[src/rtl/fetch_sequencer_pkg.sv]
// Shared types and constants for the instruction fetch sequencer.
package fetch_sequencer_pkg;

  typedef enum logic [1:0] {
    BOOT = 2'd0,
    REQ  = 2'd1,
    BUF  = 2'd2
  } fetch_state_t;

  localparam logic [31:0] DEFAULT_RESET_VECTOR = 32'h0000_0000;
  localparam logic [31:0] DEFAULT_NOP_INSTR    = 32'h0000_0000;
  localparam logic [31:0] PC_STEP              = 32'd4;

  // Instructions are word aligned, so redirect targets lose their low two bits.
  function automatic logic [31:0] align_pc(input logic [31:0] addr);
    return {addr[31:2], 2'b00};
  endfunction

endpackage

[src/rtl/fetch_sequencer_fetch_buffer.sv]
// One-entry holding register: a fetched word parked while decode stalls,
// plus a redirect target that arrived while a memory access was outstanding.
module fetch_buffer
  import fetch_sequencer_pkg::*;
(
  input  logic        clk,
  input  logic        reset,
  input  logic        instr_load,
  input  logic [31:0] instr_in,
  input  logic        pend_set,
  input  logic        pend_clear,
  input  logic [31:0] pend_target_in,
  output logic [31:0] buf_instr,
  output logic        pend_valid,
  output logic [31:0] pend_target
);

  always_ff @(posedge clk) begin
    if (reset) begin
      buf_instr   <= '0;
      pend_valid  <= 1'b0;
      pend_target <= '0;
    end else begin
      if (instr_load) begin
        buf_instr <= instr_in;
      end
      // A newer redirect always replaces an older pending one.
      if (pend_set) begin
        pend_valid  <= 1'b1;
        pend_target <= pend_target_in;
      end else if (pend_clear) begin
        pend_valid <= 1'b0;
      end
    end
  end

endmodule

[src/rtl/fetch_sequencer.sv]
// Fetch sequencer: drives the PC register load interface, issues instruction
// fetches and fills the IF/ID register, arbitrating sequential flow, redirects and stalls.
module fetch_sequencer
  import fetch_sequencer_pkg::*;
#(
  parameter logic [31:0] RESET_VECTOR = DEFAULT_RESET_VECTOR,
  parameter logic [31:0] NOP_INSTR    = DEFAULT_NOP_INSTR
) (
  input  logic        clk,
  input  logic        reset,
  input  logic [31:0] pc_in,
  output logic [31:0] next_pc,
  output logic        hold_pc,
  output logic        imem_req,
  output logic [31:0] imem_addr,
  input  logic        imem_ack,
  input  logic [31:0] imem_rdata,
  input  logic        stall,
  input  logic        redirect,
  input  logic [31:0] redirect_target,
  output logic        ifid_valid,
  output logic [31:0] ifid_instr,
  output logic [31:0] ifid_pc
);

  fetch_state_t state;
  fetch_state_t state_next;

  logic        ifid_load;
  logic        ifid_from_buf;
  logic        ifid_flush;
  logic        buf_load;
  logic        pend_set;
  logic        pend_clear;
  logic [31:0] buf_instr;
  logic        pend_valid;
  logic [31:0] pend_target;
  logic [31:0] target_aligned;

  assign target_aligned = align_pc(redirect_target);
  assign imem_addr      = pc_in;

  fetch_buffer u_fetch_buffer (
    .clk            (clk),
    .reset          (reset),
    .instr_load     (buf_load),
    .instr_in       (imem_rdata),
    .pend_set       (pend_set),
    .pend_clear     (pend_clear),
    .pend_target_in (target_aligned),
    .buf_instr      (buf_instr),
    .pend_valid     (pend_valid),
    .pend_target    (pend_target)
  );

  // Request arbitration; the PC register is held by default so the fetch
  // address stays stable while a request is outstanding.
  always_comb begin
    state_next    = state;
    imem_req      = 1'b0;
    hold_pc       = 1'b1;
    next_pc       = pc_in;
    ifid_load     = 1'b0;
    ifid_from_buf = 1'b0;
    ifid_flush    = 1'b0;
    buf_load      = 1'b0;
    pend_set      = 1'b0;
    pend_clear    = 1'b0;
    case (state)
      BOOT: begin
        hold_pc    = 1'b0;
        next_pc    = RESET_VECTOR;
        state_next = REQ;
      end
      REQ: begin
        imem_req = 1'b1;
        if (redirect && imem_ack) begin
          next_pc    = target_aligned;
          hold_pc    = 1'b0;
          ifid_flush = 1'b1;
          pend_clear = 1'b1;
        end else if (redirect) begin
          pend_set   = 1'b1;
          ifid_flush = 1'b1;
        end else if (imem_ack && pend_valid) begin
          // The returning word belongs to the abandoned path.
          next_pc    = pend_target;
          hold_pc    = 1'b0;
          pend_clear = 1'b1;
          ifid_flush = 1'b1;
        end else if (imem_ack && !stall) begin
          ifid_load = 1'b1;
          next_pc   = pc_in + PC_STEP;
          hold_pc   = 1'b0;
        end else if (imem_ack) begin
          buf_load   = 1'b1;
          state_next = BUF;
        end else if (!stall) begin
          ifid_flush = 1'b1;
        end
      end
      BUF: begin
        if (redirect) begin
          next_pc    = target_aligned;
          hold_pc    = 1'b0;
          ifid_flush = 1'b1;
          state_next = REQ;
        end else if (!stall) begin
          ifid_load     = 1'b1;
          ifid_from_buf = 1'b1;
          next_pc       = pc_in + PC_STEP;
          hold_pc       = 1'b0;
          state_next    = REQ;
        end
      end
      default: begin
        state_next = BOOT;
      end
    endcase
  end

  always_ff @(posedge clk) begin
    if (reset) begin
      state      <= BOOT;
      ifid_valid <= 1'b0;
      ifid_instr <= NOP_INSTR;
      ifid_pc    <= '0;
    end else begin
      state <= state_next;
      if (ifid_load) begin
        ifid_valid <= 1'b1;
        ifid_instr <= ifid_from_buf ? buf_instr : imem_rdata;
        ifid_pc    <= pc_in;
      end else if (ifid_flush) begin
        ifid_valid <= 1'b0;
      end
    end
  end

endmodule

[config.mk]
export PLATFORM = sky130hd
export DESIGN_NAME = fetch_sequencer
export DESIGN_NICKNAME = d
export VERILOG_FILES = /design/src/rtl/fetch_sequencer_pkg.sv /design/src/rtl/fetch_sequencer_fetch_buffer.sv /design/src/rtl/fetch_sequencer.sv
export SDC_FILE = /design/constraint.sdc
export NUM_CORES = 1
export LEC_CHECK = 0
export BUFFER_PORTS_ARGS = -buffer_cell sky130_fd_sc_hd__buf_2
export CAP_MARGIN = 20
export CORE_MARGIN = 3
export CORE_UTILIZATION = 53
export DETAILED_ROUTE_END_ITERATION = 6
export HOLD_SLACK_MARGIN = 0.06
export PLACE_DENSITY = 0.81
export RECOVER_POWER = 50
export SLEW_MARGIN = 40
export SYNTH_ARGS = -nofsm -noshare
export SYNTH_HDL_FRONTEND = slang
export SYNTH_SLANG_ARGS = --single-unit
export TNS_END_PERCENT = 20
[constraint.sdc]
create_clock -name clk -period 4.23 [get_ports clk]
set_input_delay 0.846 -clock clk [delete_from_list [all_inputs] [get_ports clk]]
set_output_delay 0.846 -clock clk [all_outputs]
set_load 0.03 [all_outputs]
== Word level (Yosys, flattened, before mapping) ==
Index checks and enable logic that the tools add are counted.
W data, S select, Z words.
Word-level totals
  register bits after elaboration: 130
  output and inout port bits: 131
  word-level logic and storage cells: 79
Cells by class
  add/sub/neg operators: 1
  equal/unequal tests: 8
  multiplexer cells: 55
  reductions and logical operators: 8
Operators by type and width (count)
  $mux W32: 7
  $pmux W32 S3: 1
  $mux W1: 36
  $add A32 B3 Y32 const B: 1
  $mux W2: 7
  $ne A2 B2 Y1 const B: 5
  $pmux W2 S3: 1
  $reduce_and A6 Y1: 1
  $pmux W1 S2: 2
  $reduce_bool A2 Y1: 2
  $logic_and A1 B1 Y1: 3
  $ne A3 B3 Y1 const B: 1
  $pmux W1 S3: 1
  $eq A2 B1 Y1 const B: 1
  $eq A2 B2 Y1 const B: 1
  $logic_not A2 Y1: 1
  $logic_not A1 Y1: 1

== Logic depth before layout (Yosys ltp) ==
Gate-level depths: netlist of the first run.
  depth after elaboration: 9
  mapped depth: 11
  gate-level depth less buffers: 8

== Hierarchy ==
Synthesis of the first run repeated with hierarchy kept, for this count alone.
Second synthesis, totals
  cell total of the unflattened synthesis: 1078
  area total of the unflattened synthesis: 8286.7 um^2
Modules (own cells, without submodules)
  fetch_sequencer: times used 1, cells an instance 867, area an instance 5928.2 um^2
  fetch_buffer: times used 1, cells an instance 211, area an instance 2358.5 um^2

== Worst setup path after synthesis of the first run ==
OpenSTA, ideal clock, no wires.
  kind: in2out
  from: input port pc_in[4]
  to: output port next_pc[27]
  arrival: 2910 ps
  path slack: 474 ps
  cell stages on the path: 8
  path buffers: 2
  cells stage by stage: buf_2 nand3_1 or4_1 clkbuf_1 nor4_1 xor2_1 nor2_1 o22ai_1
On the way
  longest elaborated chain between the ends: 6
  elaborated cells between the ends (all ways): 8
  classes of those cells: add/sub (1); mux (7)
RTL lines
  start: declaration: RTL line fetch_sequencer.sv:11  | input logic [31:0] pc_in,
  $add A32 B3 Y32 *: RTL line fetch_sequencer.sv:93, fetch_sequencer.sv:111
  $mux W32: RTL line fetch_sequencer.sv:91  | end else if (imem_ack && !stall) begin
  $mux W32: RTL line fetch_sequencer.sv:85  | end else if (imem_ack && pend_valid) begin
  $mux W32: RTL line fetch_sequencer.sv:82  | end else if (redirect) begin
  $mux W32: RTL line fetch_sequencer.sv:77  | if (redirect && imem_ack) begin
  $pmux W32 S3 *: RTL line fetch_sequencer.sv:69  | case (state)
  end: declaration: RTL line fetch_sequencer.sv:12  | output logic [31:0] next_pc,
Every way passes the cells marked *; elsewhere a longest branch is shown, timed or not.

== Worst setup path after layout of the first run ==
  from: input port pc_in[6]
  to: output port next_pc[28]
The elaborated chain is that of the path after synthesis.

==> key figures, run 1 <==
Outcome
  – Status: finished with violations
  – Failing checks: max-capacitance violations, max-slew violations

Run
  – Max cap viols: 2

GRT
  – Vias in the first global route: roughly 8400
  – Total gr overflow: 0
  – Initial antenna violation count: 1
  – Largest net degree at the start of global routing: 105
  – Gr usage total: a little under a third
  – First-pass GRT wire length: around 41 mm

STA
  – Final setup fails: 0
  – Unrepaired setup endpoints after global routing: false
  – Final Hold Vio Count: 0
  – Worst-Margin Slew: ~2.1 ns
  – Worst clock skew: between 0.008 and 0.009 ns
  – Tmin final: 4.07 ns
  – Rel. slew slack: -38.0%
  – Highest Clock Rate: ~250 MHz
  – Crit share post-route: around 96%
  – Setup tns final: 0 ns
  – Max-slew violations: 64
  – Setup WS post-layout: about 0.16 ns

Floorplanning
  – Initial core utilization: 55.1%
  – Die span in y: about 130 um
  – FP Rows: between 40 and 50
  – Boundary Pins: 232
  – Core area: 0.0148 mm2
  – Chip width: ~130 um
  – Die footprint: about 0.017 mm2

Drt
  – Average wire per standard cell: around 18 um
  – Total Wirelength: 26.2 mm
  – Via Count: just under 9000
  – DR iter-0 viols: ~890
  – Drt first pass iters: 6
  – DRC: 0
  – Antenna-violating nets left: 0
  – DR vias/cell: between 6 and 7

Clock tree
  – CTS Root Cell: clkbuf_16
  – CTS max path bufs: 2
  – Clock sink count: 130
  – Postcts setup bufs: 0
  – H-tree Lvls: 4
  – Post-CTS Resized: 0
  – CTS tree: yes
  – Clock Latency Late Sink: around 0.42 ns
  – CTS clk-pin slew, worst paths: ~0.060 ns
  – Hold buffers post-CTS: 0
  – Cts bufs inserted: 17

Synth
  – Netlist cell types: 58
  – EDFF count, synth: 0
  – Synth Warn #: 0
  – Post-Syn Area: around 0.008 mm2
  – Syn nets: about 1300
  – Async SR Flop Fraction: 0%
  – Post-synthesis sequential area ratio: approximately a third
  – Ys flop type: dfxtp_1
  – Synth Register Bits: 130
  – Syn_area_per_cell: 7.09 um2
  – Syn Inst Count: 1146

Final layout
  – Commonest cells after routing, fill and taps aside: nand2_1, a21oi_1, dfxtp_1, buf_2, clkbuf_1
  – Area of the multi-input gates: around 0.0048 mm2
  – Register Area: between 0.002 and 0.003 mm2
  – Final std cells w/o fill: about 1500
  – Share of layout cells above drive strength 1: 16.8%
  – Final nets: approximately 1400
  – Commonest non-fill, non-tap cell in the layout: nand2_1
  – Fillers: around 1400
  – Area grow syn2layout: 18.1%

Setup path
  – Startpoint Class: input pin
  – Cell repeated most along the worst path: buf_2
  – Worst path cell trace: buf_2, nand4_4, or4_1, or4_4, clkinv_1, a31oi_1, o32a_1, buf_2
  – Setup Crit Path Kind: in2out
  – Critical path required time: about 3.4 ns
  – Worst EP arrival: 3.22 ns
  – Slowest-stage cell, CP: or4_1
  – CP max stage delay: 0.67 ns
  – CP max FO: 16
  – CP Capture Type: output port

Power and ir drop
  – Cell Pwr Density: ~360 mW/mm2
  – Worst vdd ir: 363 uV
  – Leak: about 3.4 nW

Place
  – DP Worst Slack: 0.219 ns
  – Placed insts: ~1500
  – I/O Buffers: roughly 230
  – GPL Wtd Cong: 0.942
  – Detailed Place HPWL: about 18 mm

Min path
  – Hold Crit Class: reg2reg
synthesized netlist by cell type, types with 3 or more instances:
library cell,number,area share [%]
inv_1,12,0.55
buf_2,5,0.31
mux2i_1,39,4.8
nor3b_1,3,0.28
o221ai_1,6,0.65
a21o_1,3,0.28
nand4_1,12,0.92
nand2b_1,15,1.2
o21ai_0,55,3.4
and2_1,3,0.23
or3_1,7,0.54
buf_1,16,0.74
xnor2_1,15,1.6
o22ai_1,15,1.2
xor2_1,13,1.4
or4_1,4,0.37
nor3_1,21,1.3
nand3_1,24,1.5
nor2_1,65,3.0
a31oi_1,17,1.3
nor4_1,10,0.77
clkbuf_1,88,4.1
a21oi_1,147,9.1
buf_4,37,3.4
dfxtp_1,130,32
ha_1,5,0.77
nand4b_1,3,0.32
o32a_1,6,0.74
mux2_2,7,0.97
nor2b_1,17,1.3
a211oi_1,39,3.6
nand2_1,244,11
o211ai_1,15,1.4
a221oi_1,4,0.43
a2bb2oi_1,3,0.32
and3_1,8,0.62
or2_2,4,0.31
per-stage QoR:
stage	area, um2	hold WS (ns)	power, mW	utilization (%)
floorplan	8130	0.433	1.83	-
global placement	9150	0.438	2.04	62.0
detailed placement	9150	0.443	2.05	62.0
CTS	9730	0.451	3.51	66.0
global route	9600	0.467	3.64	65.1
finish	9600	0.452	3.49	65.1
critical path, delay by kind of cell:
kind / cells / cell delay, ns
and+or+nand+nor: 3 / 1.47
AOI/OAI and AO/OA: 2 / 0.43
buffers and inverters: 3 / 0.47
cell type report:
cell class	count	area share, %
repair buffers	268	14.0
clock inverters	14	1.62
inverters	14	0.547
multi-input cells	856	49.9
diodes	1	0.0261
well taps	184	2.40
flip-flops and latches	130	27.1
clock buffers	18	4.47
state kept, by name (all words and copies together), names as in the netlist:
signal,cells
u_fetch_buffer.pend_valid,1
ifid_pc,32
u_fetch_buffer.pend_target,30
ifid_instr,32
ifid_valid,1
u_fetch_buffer.buf_instr,32
state,2
per-layer routing:
metal / part of all wire (%) / global-route usage (%) / vias up
met1: 40 / 37.6 / 4091
met3: 11 / 9.37 / 65
li1: - / - / 4283
met5: 0.027 / 0 / -
met2: 47 / 50.4 / 504
met4: 2.7 / 12.1 / 2
report_power, final:
group | internal [mW] | switching, mW
clock network | 0.877 | 0.588
logic | 0.238 | 0.520
registers | 1.25 | 0.0159
path summary, 6_finish.rpt:
check | start | end | slack, ns | cells after the start
max | pc_in[6] | next_pc[28] | 0.16 | 8
min | u_fetch_buffer.pend_target[12] | u_fetch_buffer.pend_target[12] | 0.45 | 2
max reg2reg | state[0] | ifid_instr[23] | 0.77 | 9
min reg2reg | u_fetch_buffer.pend_target[12] | u_fetch_buffer.pend_target[12] | 0.45 | 2
cells by family after synthesis:
group           synth area share, %
simple gates                   24.5
compound gates                 24.8
buf+inv                        9.17
flops                          32.0
mux                            5.77
xor+xnor                       3.02
fa+ha+maj                     0.770
Note: power is estimated with default switching activity, not from simulation.
==> run 2: changes to the inputs <==
--- a/config.mk
+++ b/config.mk
@@ -16,5 +16,6 @@
 export SLEW_MARGIN = 40
 export SYNTH_ARGS = -nofsm -noshare
 export SYNTH_HDL_FRONTEND = slang
+export SYNTH_HIERARCHICAL = 1
 export SYNTH_SLANG_ARGS = --single-unit
 export TNS_END_PERCENT = 20
==> run 2 against run 1 <==
The flow still finishes with violations (max-capacitance violations, max-slew violations). First-iteration DRC count up 12%. Clock power increased by 3%. Wire length rose by 7.4%. Die area up 1.8%. Via count is essentially flat. Power is 2.6% higher. Combinational power is 2.8% higher. Area after synthesis is 1.9% higher. Utilization down 0.72 points. Critical path type unchanged. Largest power group unchanged. Highest routed layer is now met4.
==> key figures, run 2 <==
Synth
  – Syn Inst Count: approximately 1100
  – Synth Warn #: 6
  – Ys flop type: dfxtp_1
  – EDFF count, synth: 0
  – Top cells by count, synth: nor2_1, dfxtp_1, nand2_1
  – Most common cell in the netlist: nor2_1
  – Async SR Flop Fraction: 0%
  – Synth area leaders: dfxtp_1, mux2i_1, nor2_1, a21oi_1, nand2_1
  – Syn_area_per_cell: 7.69 um2
  – Post-synthesis sequential area ratio: between 30% and 40%
  – Netlist cell types: 70
  – Share of the synthesized area in the top cell type: about a third
  – Synth Register Bits: roughly 130
  – Post-Syn Area: approximately 0.0083 mm2
  – Cell taking the most area after synthesis: dfxtp_1

GRT
  – Vias in the first global route: between 8000 and 9000
  – First-pass GRT wire length: 42.2 mm
  – Gr usage total: 31.4%
  – Largest net degree at the start of global routing: 69
  – Initial antenna violation count: 0
  – Total gr overflow: 0

Final layout
  – Final core utilization: about 64%
  – Final nets: approximately 1300
  – Fillers: roughly 1400
  – Final std cells w/o fill: between 1000 and 1500
  – Share of layout cells above drive strength 1: about 18%
  – Register Area: 0.00264 mm2
  – Commonest non-fill, non-tap cell in the layout: nor2_1
  – Fin area: ~0.0098 mm2
  – Diodes inserted: 0
  – Area of the multi-input gates: around 0.0048 mm2
  – Area grow syn2layout: 18.5%
  – Commonest cells after routing, fill and taps aside: nor2_1, dfxtp_1, buf_2, nand2_1, mux2i_1

Place
  – I/O Buffers: ~230
  – GPL Wtd Cong: approximately 0.98
  – Placed insts: 1429
  – Placed Area: around 0.0094 mm2
  – Detailed Place HPWL: about 20 mm

Power and ir drop
  – Leak: 3.60 nW
  – Worst vdd ir: around 340 uV
  – Cell Pwr Density: between 300 and 400 mW/mm2

Clock tree
  – CTS max path bufs: 2
  – Hold buffers post-CTS: 0
  – Postcts setup bufs: 0
  – CTS Root Cell: clkbuf_16
  – H-tree Lvls: 4
  – Clock sink count: roughly 130
  – Post-CTS Resized: 0
  – Cts bufs inserted: 17
  – Clock Latency Late Sink: 0.43 ns
  – CTS tree: yes
  – CTS clk-pin slew, worst paths: ~0.06 ns

Drt
  – Antenna-violating nets left: 0
  – Total Wirelength: 28.1 mm
  – DR iter-0 viols: 993
  – Drt first pass iters: 7
  – DRC: 0
  – Via Count: just under 9000
  – Average wire per standard cell: around 19 um
  – DR vias/cell: 6.12

Floorplanning
  – Initial core utilization: between 50% and 60%
  – Die footprint: roughly 0.017 mm2
  – Boundary Pins: ~230
  – Die span in y: around 130 um
  – FP Rows: 45
  – Chip width: around 130 um
  – Core area: around 0.015 mm2

STA
  – Unrepaired setup endpoints after global routing: false
  – Max-slew violations: between 50 and 60
  – Worst-Margin Slew: ~2.6 ns
  – Fin Hold WS: 0.454 ns
  – Setup tns final: 0 ns
  – Crit share post-route: a little over nine tenths
  – Tmin final: just over 4 ns
  – Final setup fails: 0
  – Final Hold Vio Count: 0
  – Rel. slew slack: -70.0%
  – Highest Clock Rate: 246 MHz
  – Worst clock skew: between 0.01 and 0.015 ns

Setup path
  – Reg-to-reg startpoint: state[1]
  – Reg2reg setup slack: ~0.30 ns
  – Worst EP arrival: around 3.2 ns
  – Reg-to-Reg End: u_fetch_buffer/buf_instr[18]
  – CP max FO: 8
  – Critical path required time: 3.38 ns
  – Setup Crit Path Kind: in2out
  – Startpoint Class: input pin
  – CP Capture Type: output port
  – Critical path origin: pc_in[2]
  – R2R depth: 7

Min path
  – Hold Crit Class: reg2reg
  – Endpoint, Worst Hold: ifid_pc[18]
  – Hold path cells: 2
  – Hold path start: ifid_pc[18]

Run
  – Max cap viols: 2

Outcome
  – Failing checks: max-capacitance violations, max-slew violations
  – Status: finished with violations
-- run 2: power by group --
group / total (mW) / internal, mW / switching (mW) / leakage [nW]
Sequential: 1.29 / 1.27 / 0.0208 / 1.07
Clock: 1.51 / 0.847 / 0.665 / 0.295
Combinational: 0.779 / 0.250 / 0.529 / 2.24
-- run 2: worst max-delay path by stage --
stage                   to  slack [ns]  depth (start not counted)
3_5_place_dp   next_pc[26]        0.21                         10
4_1_cts        next_pc[26]        0.19                         10
5_1_grt        next_pc[26]        0.08                         10
2_1_floorplan  next_pc[22]        0.21                          8
3_3_place_gp   next_pc[26]        0.22                         10
6_report       next_pc[26]        0.17                         10
-- run 2: cells by family after synthesis --
family	share of synthesized area, %
and+or+nand+nor	19.5
AOI/OAI and AO/OA	22.5
buffers and inverters	9.93
DFF	31.9
muxes	13.0
xor gates and xnor gates	2.43
adders and majority gates	0.755
other	0.0453
-- run 2: area by class of cell --
cell class,count,area share [%]
Clock inverter,15,1.87
Timing Repair Buffer,276,14.2
Clock buffer,17,4.33
Inverter,18,0.688
Sequential cell,132,26.9
Tap cell,211,2.69
Multi-Input combinational cell,792,49.4
-- run 2: worst max-delay path, cell delays in order --
cell and delay [ns]:
buf_2 0.09, ha_1 0.18, nand3_1 0.15, or4_1 0.60
buf_4 0.21, nor4_1 0.30, xnor2_1 0.17, o21ai_0 0.10
a221o_1 0.37, buf_2 0.18
-- run 2: per-stage QoR --
| step | power [mW] | worst slack [ns] |
|---|---|---|
| 3_5_place_dp | 2.09 | 0.213 |
| 6_report | 3.59 | 0.172 |
| 4_1_cts | 3.59 | 0.195 |
| 2_1_floorplan | 1.85 | 0.213 |
| 5_1_grt | 3.71 | 0.0786 |
| 3_3_place_gp | 2.07 | 0.220 |
-- run 2: routing by layer --
| layer | global-route usage, % | share of wire, % | vias up |
|---|---|---|---|
| met5 | 0 | 0 | - |
| met4 | 15.2 | 5.5 | 0 |
| met3 | 7.80 | 11 | 139 |
| met2 | 51.9 | 46 | 600 |
| met1 | 38.3 | 37 | 4097 |
| li1 | - | - | 4102 |
